## src/rtl/wash_sequencer_if.sv

```systemverilog
// Bundle of control inputs and status outputs of the wash-cycle sequencer.
//   en          : stage enable (low forces IDLE)
//   mode        : 0 quick, 1 standard, 2 heavy, 3 spin-only (sampled at start)
//   start_pause : one-cycle start / pause / resume pulse
//   phase       : 0 IDLE .. 6 DONE (saved phase while paused)
//   rem_sec     : remaining ticks in the current phase
//   st_light    : one-hot phase lights, bit6 paused, bit7 running
//   wt_light    : water level, thermometer code
//   running     : a phase timer is advancing
//   paused      : sequencer is in PAUSE
//   done        : sequencer is in DONE
//   overtime    : seconds spent in DONE, saturating
//   state_dbg   : raw FSM state, for debug/checkers
// Handshake: there is no valid/ready pair; start_pause is a single-cycle
// event sampled on every rising clock edge, and all status outputs are
// registered and valid every cycle.
interface wash_sequencer_if;
  logic       en;
  logic [1:0] mode;
  logic       start_pause;
  logic [2:0] phase;
  logic [7:0] rem_sec;
  logic [7:0] st_light;
  logic [7:0] wt_light;
  logic       running;
  logic       paused;
  logic       done;
  logic [7:0] overtime;
  logic [2:0] state_dbg;

  modport master (
    output en, mode, start_pause,
    input  phase, rem_sec, st_light, wt_light, running, paused, done,
           overtime, state_dbg
  );

  modport slave (
    input  en, mode, start_pause,
    output phase, rem_sec, st_light, wt_light, running, paused, done,
           overtime, state_dbg
  );
endinterface

```

## src/rtl/wash_sequencer.sv

```systemverilog
// Timed wash-cycle controller. Steps FILL, WASH, DRAIN, RINSE, SPIN on a
// one-second tick, supports pause/resume, then counts overtime in DONE.
// Ports:
//   clk : system clock
//   rst : asynchronous, active-high reset
//   bus : wash_sequencer_if.slave (controls in, registered status out)
module wash_sequencer #(
  parameter int TICK_DIV = 100000000,
  parameter int OT_MAX   = 255
) (
  input logic            clk,
  input logic            rst,
  wash_sequencer_if.slave bus
);

  localparam int PW = (TICK_DIV > 1) ? $clog2(TICK_DIV) : 1;
  localparam logic [PW-1:0] TICK_LAST = PW'(TICK_DIV - 1);
  localparam logic [7:0]    OT_SAT    = 8'(OT_MAX);

  typedef enum logic [2:0] {
    S_IDLE  = 3'd0,
    S_FILL  = 3'd1,
    S_WASH  = 3'd2,
    S_DRAIN = 3'd3,
    S_RINSE = 3'd4,
    S_SPIN  = 3'd5,
    S_DONE  = 3'd6,
    S_PAUSE = 3'd7
  } state_t;

  function automatic logic [3:0] fill_target(input logic [1:0] m);
    case (m)
      2'd0:    return 4'd4;
      2'd1:    return 4'd6;
      2'd2:    return 4'd8;
      default: return 4'd0;
    endcase
  endfunction

  // Ticks spent in phase s. DRAIN lasts as long as the current water level.
  function automatic logic [3:0] phase_dur(input state_t s, input logic [1:0] m,
                                           input logic [3:0] lvl);
    case (s)
      S_FILL:  return fill_target(m);
      S_WASH:  case (m) 2'd0: return 4'd5; 2'd1: return 4'd8;
                        2'd2: return 4'd12; default: return 4'd0; endcase
      S_DRAIN: return lvl;
      S_RINSE: case (m) 2'd0: return 4'd3; 2'd1: return 4'd4;
                        2'd2: return 4'd6; default: return 4'd0; endcase
      S_SPIN:  case (m) 2'd0: return 4'd4; 2'd1: return 4'd4;
                        default: return 4'd6; endcase
      default: return 4'd0;
    endcase
  endfunction

  function automatic state_t succ(input state_t s);
    case (s)
      S_FILL:  return S_WASH;
      S_WASH:  return S_DRAIN;
      S_DRAIN: return S_RINSE;
      S_RINSE: return S_SPIN;
      default: return S_DONE;
    endcase
  endfunction

  // First phase at or after s whose duration is non-zero (DONE if none).
  function automatic state_t first_live(input state_t s, input logic [1:0] m,
                                        input logic [3:0] lvl);
    state_t c;
    c = s;
    for (int k = 0; k < 5; k++) begin
      if (c != S_DONE && phase_dur(c, m, lvl) == 4'd0) c = succ(c);
    end
    return c;
  endfunction

  state_t        state_q, state_d, saved_q, saved_d, nxt;
  logic [7:0]    rem_q, rem_d;
  logic [3:0]    level_q, level_d;
  logic [PW-1:0] presc_q, presc_d, presc_inc;
  logic [1:0]    mode_q, mode_d;
  logic [7:0]    ot_q, ot_d;
  logic          tick;

  // Registered status outputs, computed from the next-state values.
  state_t     disp;
  logic       running_d, paused_d, done_d;
  logic [7:0] st_d, wt_d;
  logic [8:0] thermo;
  logic [2:0] phase_q;
  logic [7:0] st_q, wt_q;
  logic       running_q, paused_q, done_q;

  always_ff @(posedge clk or posedge rst) begin
    if (rst) begin
      state_q <= S_IDLE;
      saved_q <= S_IDLE;
      rem_q   <= '0;
      level_q <= '0;
      presc_q <= '0;
      mode_q  <= '0;
      ot_q    <= '0;
    end else begin
      state_q <= state_d;
      saved_q <= saved_d;
      rem_q   <= rem_d;
      level_q <= level_d;
      presc_q <= presc_d;
      mode_q  <= mode_d;
      ot_q    <= ot_d;
    end
  end

  always_comb begin
    state_d   = state_q;
    saved_d   = saved_q;
    rem_d     = rem_q;
    level_d   = level_q;
    presc_d   = presc_q;
    mode_d    = mode_q;
    ot_d      = ot_q;
    nxt       = S_DONE;
    tick      = (presc_q == TICK_LAST);
    presc_inc = tick ? '0 : presc_q + PW'(1);

    if (!bus.en) begin
      state_d = S_IDLE;
      saved_d = S_IDLE;
      rem_d   = '0;
      level_d = '0;
      presc_d = '0;
      mode_d  = '0;
      ot_d    = '0;
    end else begin
      case (state_q)
        S_IDLE: begin
          if (bus.start_pause) begin
            mode_d  = bus.mode;
            nxt     = first_live(S_FILL, bus.mode, 4'd0);
            state_d = nxt;
            rem_d   = {4'd0, phase_dur(nxt, bus.mode, 4'd0)};
            presc_d = '0;
          end
        end
        S_FILL, S_WASH, S_DRAIN, S_RINSE, S_SPIN: begin
          if (bus.start_pause) begin
            // Pause beats a coincident tick: nothing advances this cycle.
            saved_d = state_q;
            state_d = S_PAUSE;
          end else begin
            presc_d = presc_inc;
            if (tick) begin
              rem_d = rem_q - 8'd1;
              if (state_q == S_FILL)  level_d = level_q + 4'd1;
              if (state_q == S_DRAIN) level_d = level_q - 4'd1;
              if (rem_q == 8'd1) begin
                nxt     = first_live(succ(state_q), mode_q, level_d);
                state_d = nxt;
                rem_d   = {4'd0, phase_dur(nxt, mode_q, level_d)};
              end
            end
          end
        end
        S_DONE: begin
          presc_d = presc_inc;
          if (tick && ot_q < OT_SAT) ot_d = ot_q + 8'd1;
        end
        S_PAUSE: begin
          if (bus.start_pause) state_d = saved_q;
        end
        default: state_d = S_IDLE;
      endcase
    end
  end

  always_comb begin
    disp      = (state_d == S_PAUSE) ? saved_d : state_d;
    paused_d  = (state_d == S_PAUSE);
    done_d    = (state_d == S_DONE);
    running_d = (state_d == S_FILL) || (state_d == S_WASH) || (state_d == S_DRAIN) ||
                (state_d == S_RINSE) || (state_d == S_SPIN);
    st_d      = 8'h00;
    case (disp)
      S_FILL:  st_d = 8'h01;
      S_WASH:  st_d = 8'h02;
      S_DRAIN: st_d = 8'h04;
      S_RINSE: st_d = 8'h08;
      S_SPIN:  st_d = 8'h10;
      S_DONE:  st_d = 8'h20;
      default: st_d = 8'h00;
    endcase
    st_d[6] = paused_d;
    st_d[7] = running_d;
    thermo  = (9'd1 << level_d) - 9'd1;
    wt_d    = thermo[7:0];
  end

  always_ff @(posedge clk or posedge rst) begin
    if (rst) begin
      phase_q   <= '0;
      st_q      <= '0;
      wt_q      <= '0;
      running_q <= 1'b0;
      paused_q  <= 1'b0;
      done_q    <= 1'b0;
    end else begin
      phase_q   <= disp;
      st_q      <= st_d;
      wt_q      <= wt_d;
      running_q <= running_d;
      paused_q  <= paused_d;
      done_q    <= done_d;
    end
  end

  assign bus.phase     = phase_q;
  assign bus.rem_sec   = rem_q;
  assign bus.st_light  = st_q;
  assign bus.wt_light  = wt_q;
  assign bus.running   = running_q;
  assign bus.paused    = paused_q;
  assign bus.done      = done_q;
  assign bus.overtime  = ot_q;
  assign bus.state_dbg = state_q;

endmodule
```

## src/flat_wrapper.sv

```systemverilog
// flat-port wrapper written by rule: the top's interface ports become plain ports
module wash_sequencer_flat 
#(
  parameter int TICK_DIV = 100000000,
  parameter int OT_MAX   = 255
)
  (clk, rst, bus_en, bus_mode, bus_start_pause, bus_phase, bus_rem_sec, bus_st_light, bus_wt_light, bus_running, bus_paused, bus_done, bus_overtime, bus_state_dbg);
  wash_sequencer_if bus_i ();
  input logic clk;
  input logic rst;
  input wire logic [$bits(bus_i.en)-1:0] bus_en;
  input wire logic [$bits(bus_i.mode)-1:0] bus_mode;
  input wire logic [$bits(bus_i.start_pause)-1:0] bus_start_pause;
  output wire logic [$bits(bus_i.phase)-1:0] bus_phase;
  output wire logic [$bits(bus_i.rem_sec)-1:0] bus_rem_sec;
  output wire logic [$bits(bus_i.st_light)-1:0] bus_st_light;
  output wire logic [$bits(bus_i.wt_light)-1:0] bus_wt_light;
  output wire logic [$bits(bus_i.running)-1:0] bus_running;
  output wire logic [$bits(bus_i.paused)-1:0] bus_paused;
  output wire logic [$bits(bus_i.done)-1:0] bus_done;
  output wire logic [$bits(bus_i.overtime)-1:0] bus_overtime;
  output wire logic [$bits(bus_i.state_dbg)-1:0] bus_state_dbg;
  assign bus_i.en = bus_en;
  assign bus_i.mode = bus_mode;
  assign bus_i.start_pause = bus_start_pause;
  assign bus_phase = bus_i.phase;
  assign bus_rem_sec = bus_i.rem_sec;
  assign bus_st_light = bus_i.st_light;
  assign bus_wt_light = bus_i.wt_light;
  assign bus_running = bus_i.running;
  assign bus_paused = bus_i.paused;
  assign bus_done = bus_i.done;
  assign bus_overtime = bus_i.overtime;
  assign bus_state_dbg = bus_i.state_dbg;
  wash_sequencer #(.TICK_DIV(TICK_DIV), .OT_MAX(OT_MAX)) u_core (.clk(clk), .rst(rst), .bus(bus_i));
endmodule
```

## config.mk

```make
export PLATFORM = sky130hd
export DESIGN_NAME = wash_sequencer_flat
export DESIGN_NICKNAME = d
export VERILOG_FILES = /design/src/rtl/wash_sequencer_if.sv /design/src/rtl/wash_sequencer.sv /design/src/flat_wrapper.sv
export SDC_FILE = /design/constraint.sdc
export NUM_CORES = 1
export LEC_CHECK = 0
export CAP_MARGIN = 20
export CELL_PAD_IN_SITES_DETAIL_PLACEMENT = 0
export CELL_PAD_IN_SITES_GLOBAL_PLACEMENT = 1
export CORE_UTILIZATION = 40
export DETAILED_ROUTE_END_ITERATION = 7
export GPL_TIMING_DRIVEN = 0
export MAX_ROUTING_LAYER = met4
export PLACE_DENSITY = 0.77
export SLEW_MARGIN = 10
export SYNTH_ARGS = -nofsm -noshare
export SYNTH_HDL_FRONTEND = slang
export SYNTH_SLANG_ARGS = --single-unit
```

## constraint.sdc

```tcl
create_clock -name clk -period 9.91 [get_ports clk]
set_clock_uncertainty 0.05 [all_clocks]
set_input_delay 0.991 -clock clk [delete_from_list [all_inputs] [get_ports clk]]
set_output_delay 0.991 -clock clk [all_outputs]
set_load 0.005 [all_outputs]
```

Word level (Yosys, flattened, before mapping). Cells that the tools add are included.

Divide/modulo/power cells: 0. $lt $le $gt $ge: 1. Shift-type cells: 1. Multiply operators: 0. Add/sub/neg operators: 6. Bitwise operators: 0. Equal/unequal tests: 98. Mux-type cells: 159. Reduce and logical (&&, ||, !) cells: 34.

Operators by type and width (number): 2-to-1 mux 3 bit (64); 2-to-1 mux 4 bit (46); one-hot mux 3 bit (4 select lines) (10); one-hot mux 4 bit (5 select lines) (6); 2-to-1 mux 27 bit (4); equality test 3 bit (second input constant) (33); equality test 3 x 2 -> 1 bit (second input constant) (27); one-hot mux 27 bit (3 select lines) (1); one-hot mux 4 bit (4 select lines) (5); 2-to-1 mux 8 bit (8); one-hot mux 4 bit (3 select lines) (4); equality test 3 x 1 -> 1 bit (second input constant) (14); zero test 4 bit (10); one-hot mux 6 bit (6 select lines) (1); inequality test 3 bit (second input constant) (11); adder 27 x 1 -> 27 bit (second input constant) (1); equality test 27 bit (second input constant) (1); one-hot mux 3 bit (3 select lines) (3); one-hot mux 8 bit (2 select lines) (1); subtractor 8 x 1 -> 8 bit (second input constant) (2); 2-to-1 mux 2 bit (6); logical AND 1 bit (10); adder 8 x 1 -> 8 bit (second input constant) (1); equality test 8 x 1 -> 1 bit (second input constant) (1); 18 further kinds (29).

Output and inout bits: 41. RAM bits: 0. ROM bits: 0. Bits in latches: 0. Logic and storage cells: 312. Memories kept: 0. Bits of input ports: 6. Register bits: 77.

Depth between registers and ports, before layout.
Depth in word-level cells: 92. Gate-level depth with buffers: 16. Mapped depth without buffers: 14.

Worst setup path before layout. No wires, ideal clock.

Path type: register to register. Start point: register u_core.state_q[1], in the netlist u_core.bus.state_dbg[1]. End point: register u_core.st_q[1], in the netlist u_core.bus.st_light[1]. Period minus slack after synthesis: 3.687 ns. Cell stages (with the launch flop): 16. Path slack: 6.223 ns. Buffers on the path: 5. Data required time: 9.784 ns. Data arrival time: 3.562 ns. Library setup time: 0.076 ns. Path through: dfrtp_1 buf_4 buf_4 clkbuf_1 xnor2_1 nor2_1 ha_1 nor4b_1 o41a_1 nor2b_1 clkbuf_1 a22o_1 a41o_1 buf_6 or4_4 a21oi_2.

Longest elaborated chain between the ends: 91. Elaborated cells on any way between the ends: 140. Those cells by class: 43 x eq/ne; 85 x mux; 12 x reduce/logical.

RTL lines: from (decl) (RTL line wash_sequencer.sv:77) `state_t state_q, state_d, saved_q, saved_d, nxt;`; from (signal assigned) (RTL line wash_sequencer.sv:104) `state_q <= state_d;`; equality test 3 bit, or another cell as far along; one-hot mux 3 bit (4 select lines) (RTL line wash_sequencer.sv:57) `case (s)`; 2-to-1 mux 3 bit (RTL line wash_sequencer.sv:156) `if (rem_q == 8'd1) begin`; 2-to-1 mux 3 bit (RTL line wash_sequencer.sv:152) `if (tick) begin`; 2-to-1 mux 3 bit (RTL line wash_sequencer.sv:146) `if (bus.start_pause) begin`; 2-to-1 mux 3 bit (RTL line wash_sequencer.sv:135) `case (state_q)`; 2-to-1 mux 3 bit (RTL line wash_sequencer.sv:126) `if (!bus.en) begin`; equality test 3 bit, or another cell as far along; [... 76 more ...]; 2-to-1 mux 3 bit (RTL line wash_sequencer.sv:146); one-hot mux 3 bit (3 select lines) (RTL line wash_sequencer.sv:135); 2-to-1 mux 3 bit (RTL line wash_sequencer.sv:126); equality test 3 bit (RTL line wash_sequencer.sv:177) `disp = (state_d == S_PAUSE) ? saved_d : state_d;`; 2-to-1 mux 3 bit (*) (RTL line wash_sequencer.sv:177); equality test 3 bit, or another cell as far along (RTL line wash_sequencer.sv:183) `case (disp)`; one-hot mux 6 bit (6 select lines) (*) (RTL line wash_sequencer.sv:183); via u_core.st_d[1] (RTL line wash_sequencer.sv:88) `logic [7:0] st_d, wt_d;`; to (signal assigned) (RTL line wash_sequencer.sv:208) `st_q <= st_d;`; to (decl) (RTL line wash_sequencer.sv:91) `logic [7:0] st_q, wt_q;`.

Mark *: on every way through the listed nets, which the timed path passes. The rest lies on a longest branch. The select of a mux whose other input is x is not followed. A chain may end at the register's enable or synchronous reset.

Worst setup path in the final report.
Start point: register u_core.state_q[2], in the netlist u_core.bus.state_dbg[2]. End point: register u_core.st_q[1], in the netlist u_core.bus.st_light[1].

The elaborated chain is that of the path after synthesis.

==> results by stage <==
Run status:
- The flow ran to the end, and the final reports show no timing, DRC or antenna violations.

Die:
- For this design the top-level I/O count stands at 47.
- The initial core utilization is 0.4158.
- The die covers between 10000 and 15000 sq um.
- From bottom edge to top edge, the die measures roughly 110 um.
- The area of the core region is around 11000 sq um.
- The die outline width is 108.6 um.
- The floorplan has 38 rows.

Global route:
- The first global-routing pass estimated about 19 mm of wire.
- The via count of the first global-routing pass is ~3800.
- The global-route layer with the greatest usage is met2.
- For this run, global-route usage on met3 was measured as 0.03825.
- The number of antenna violations at the first check in global routing came to 0.
- In the global route stage, met2 resource usage came out at 0.3079.
- The overall fraction of global-route tracks in use is 0.2114.
- The total overflow reported by the global router is 0.
- The met1 track utilization from global routing is 0.2971.
- Entering global routing, the biggest net connects between 50 and 60 pins.

Worst setup path:
- The endpoint identified for the worst register-to-register timing path is u_core.bus.st_light[1].
- Along the worst path, the maximum fanout reaches 10.
- The kind of critical path is reg2reg.
- The worst setup path is captured at a flip-flop.
- STA puts the critical path data arrival time at ~4.7 ns.
- In this run the register-to-register setup slack is around 5.4 ns.
- STA classifies the critical path startpoint as a flip-flop.
- Counting cells, the worst reg-to-reg path comes to 13.
- The startpoint identified for the worst register-to-register timing path is u_core.bus.state_dbg[2].
- For the worst setup path, the data required time is a little over 10 ns.

Clock network:
- CTS built an H-tree with a depth of 3.
- The number of buffers added by the clock tree synthesis step is 9.
- The CTS clock-pin slew for the worst setup and hold paths is 0.06 ns.
- The cell sitting at the root of the clock tree is a sky130_fd_sc_hd__clkbuf_16.
- The number of gates resized after CTS was 0.
- TritonCTS built the clock tree.
- In this run the deepest clock path goes through 2 buffers.
- The post-cts hold buffer count is 0.
- In this run the post-CTS setup repair buffer count came out at 0.
- The clock drives 75 sinks.
- Clock latency on the worst-skew pair, taken at its later pin, is 0.33 ns.

STA:
- The clock period minus final worst setup slack is roughly 4.5 ns.
- The highest achievable clock rate is approximately 0.22 GHz.
- The measured slew at the worst slew-check pin is between 0.9 and 1 ns.
- The worst max-slew margin expressed relative to the limit is 0.3365.
- The hold violation total from the final report is 0.
- Summed over all failing endpoints, the final setup total negative slack is 0 ns.
- Setup violations remaining at the end of the flow were counted as 0.
- The number of pins exceeding their max-slew limit in the final report was 0.
- The share of the clock period used by the worst path after layout is 0.4505.
- The final-layout worst hold slack is approximately 0.47 ns.
- Setup repair after global routing left no endpoint under its margin.

Finish:
- The fraction of layout instances using a drive strength above 1 is 0.06045.
- Across the whole layout, storage elements account for approximately 1900 sq um.
- The count of filler cells inserted in the layout is 1073.
- The signed area change from the synthesized netlist to the final layout is 21.41%.
- In the final layout, the multi-input gates occupy about 2500 sq um.
- The post-route standard cell area excluding fillers is 5520 sq um.
- For this run, the post-layout net count is 592.
- In the layout the commonest cells are 75 x sky130_fd_sc_hd__dfrtp_1, 61 x sky130_fd_sc_hd__nor2_1, 45 x sky130_fd_sc_hd__clkdlybuf4s50_1.
- The repair_antennas step left the layout with diodes totalling 0.
- The most common cell after layout, fill and taps aside is sky130_fd_sc_hd__dfrtp_1.

Yosys:
- The fraction of synthesis flops using an asynchronous set or reset pin is 1.000.
- By area the synthesized netlist is led by sky130_fd_sc_hd__dfrtp_1 41%, sky130_fd_sc_hd__nor2_1 5.0%, sky130_fd_sc_hd__o21ai_0 3.9%.
- The count of different cell masters after synthesis is 66.
- Dividing the synthesized area by the synthesized cell count gives approximately 8.8 sq um.
- The library cell occupying the most area in the post-synthesis netlist is sky130_fd_sc_hd__dfrtp_1.
- The number of enable flip-flop cells after synthesis is 0.
- The most used flip-flop cell after synthesis is sky130_fd_sc_hd__dfrtp_1.
- The number of warning messages in the yosys log is 0.
- Of the post-synthesis cell area, the dominant cell type holds 0.4128.
- The share of the Yosys chip area taken by registers is 0.4128.
- Synthesis produced a netlist with a net count of ~540.
- The netlist area before placement is ~4500 sq um.
- The total of flip-flops plus latches after synthesis is 75.
- Synthesis handed over a netlist of between 500 and 600 instances.

Placed design:
- The total placed instance area is between 5000 and 6000 sq um.
- The global placer's final weighted congestion is approximately 0.85.
- The number of buffer cells added on primary ports is 45.
- The HPWL after detailed placement is 8.059 mm.

Hold path:
- The class of the most critical hold timing path is reg2reg.
- Along the worst hold path, the cell count comes to 1.
- The worst-case hold path end point is u_core.presc_q[0].
- The worst hold path begins at u_core.presc_q[0].

Route:
- Dividing the detail-routed wire length by the instance count gives roughly 15 um.
- Using the TritonRoute via totals, the vias-per-cell ratio works out to around 5.5.
- The final routed DRC violation total is 0.
- The routed layout has 3957 vias.
- For this run, the detailed router's first-pass iteration total came to 5.
- The violation count after the first detailed-routing iteration is 246.
- For this block, the routed nets add up to roughly 11 mm of wire.
- The count of nets left with antenna violations once routing finished came out at 0.

Pwr:
- The final total power is around 0.00084 W.
- Across the VDD grid, the largest voltage drop is between 70 and 80 uV.
- Dividing total power by cell area gives a power density of approximately 150 nW/um^2.
- For this design the static power due to leakage is around 2.3 nW.

Run:
- Across the run, the number of max-cap violations was 0.
-- stage by stage --
step	utilization	setup slack [ns]	cells
global placement	0.4730	5.538	702
finish	0.5048	5.445	719
global route	0.5048	5.120	719
detailed placement	0.4757	5.556	703
CTS	0.5048	5.529	719
floorplan	-	6.223	517
-- registers in the layout (all words and copies together) (netlist names) --
name / flops
u_core.bus.done: 1
u_core.bus.overtime: 8
u_core.bus.phase: 3
u_core.bus.rem_sec: 8
u_core.bus.st_light: 8
u_core.bus.state_dbg: 3
u_core.bus.wt_light: 8
u_core.level_q: 4
u_core.mode_q: 2
u_core.presc_q: 27
u_core.saved_q: 3
-- cell usage after synthesis, drive strengths merged (2+ instances only) --
| library cell | number |
|---|---|
| a2111oi | 2 |
| a211o | 2 |
| a21o | 3 |
| a21oi | 27 |
| a22o | 3 |
| a22oi | 3 |
| a31oi | 3 |
| a32oi | 2 |
| and2 | 7 |
| and3 | 8 |
| and4 | 4 |
| buf | 9 |
| clkbuf | 15 |
| dfrtp | 75 |
| ha | 12 |
| inv | 17 |
| mux2i | 7 |
| nand2 | 42 |
| nand2b | 11 |
| nand3 | 24 |
| nand3b | 2 |
| nand4 | 15 |
| nand4b | 4 |
| nor2 | 62 |
| nor2b | 11 |
| nor3 | 16 |
| nor3b | 2 |
| nor4 | 7 |
| nor4b | 3 |
| o211ai | 3 |
| o21a | 4 |
| o21ai | 37 |
| o22ai | 2 |
| o31ai | 6 |
| or2 | 2 |
| or3 | 14 |
| or4 | 2 |
| or4b | 2 |
| xnor2 | 16 |
| xor2 | 19 |
-- routing by layer --
layer | part of all wire | vias up
li1 | - | 1961
met1 | 0.50 | 1898
met2 | 0.44 | 85
met3 | 0.041 | 13
met4 | 0.015 | 0
met5 | 0 | -
-- kinds of logic after synthesis --
| group | synth area share |
|---|---|
| compound gates | 0.1505 |
| xor+xnor | 0.07155 |
| fa+ha+maj | 0.03302 |
| buf+inv | 0.03935 |
| flops | 0.4128 |
| mux | 0.01541 |
| simple gates | 0.2774 |
-- power breakdown --
| part | switching [W] | internal, W |
|---|---|---|
| clock network | 0.000134 | 0.000221 |
| registers | 0.0000121 | 0.000318 |
| logic | 0.0000861 | 0.0000643 |
| total | 0.000232 | 0.000603 |
-- critical path: stages (launching register included) --
cell and delay, ns:
sky130_fd_sc_hd__dfrtp_1 0.43, sky130_fd_sc_hd__clkbuf_1 0.37, sky130_fd_sc_hd__clkbuf_1 0.39, sky130_fd_sc_hd__nor2_1 0.12, sky130_fd_sc_hd__ha_1 0.36, sky130_fd_sc_hd__nor4b_1 0.67
sky130_fd_sc_hd__o41a_1 0.39, sky130_fd_sc_hd__nor2b_1 0.07, sky130_fd_sc_hd__clkbuf_1 0.19, sky130_fd_sc_hd__nand2_1 0.10, sky130_fd_sc_hd__a32oi_1 0.12, sky130_fd_sc_hd__o31a_1 0.42
sky130_fd_sc_hd__or4_4 0.55, sky130_fd_sc_hd__a21oi_2 0.16
-- cell type report --
type                            count  area share
Tap cell                          140     0.03173
Timing Repair Buffer               46     0.08658
Clock inverter                      6     0.01609
Sequential cell                    75      0.3400
Clock buffer                       10     0.04148
Buffer                             24     0.02085
Inverter                           17     0.01201
Multi-Input combinational cell    401      0.4513
-- how the worst max path moves through the flow --
stage / to / startpoint / slack (ns) / cells past startpoint
2_1_floorplan: u_core.bus.st_light[1] / u_core.bus.state_dbg[1] / 6.22 / 15
3_3_place_gp: u_core.bus.st_light[1] / u_core.bus.state_dbg[2] / 5.54 / 13
3_5_place_dp: u_core.bus.st_light[1] / u_core.bus.state_dbg[1] / 5.56 / 15
4_1_cts: u_core.bus.st_light[1] / u_core.bus.state_dbg[1] / 5.53 / 15
5_1_grt: u_core.bus.st_light[1] / u_core.bus.state_dbg[2] / 5.12 / 13
6_report: u_core.bus.st_light[1] / u_core.bus.state_dbg[2] / 5.45 / 13
Note: power is estimated with default switching activity, not from simulation.
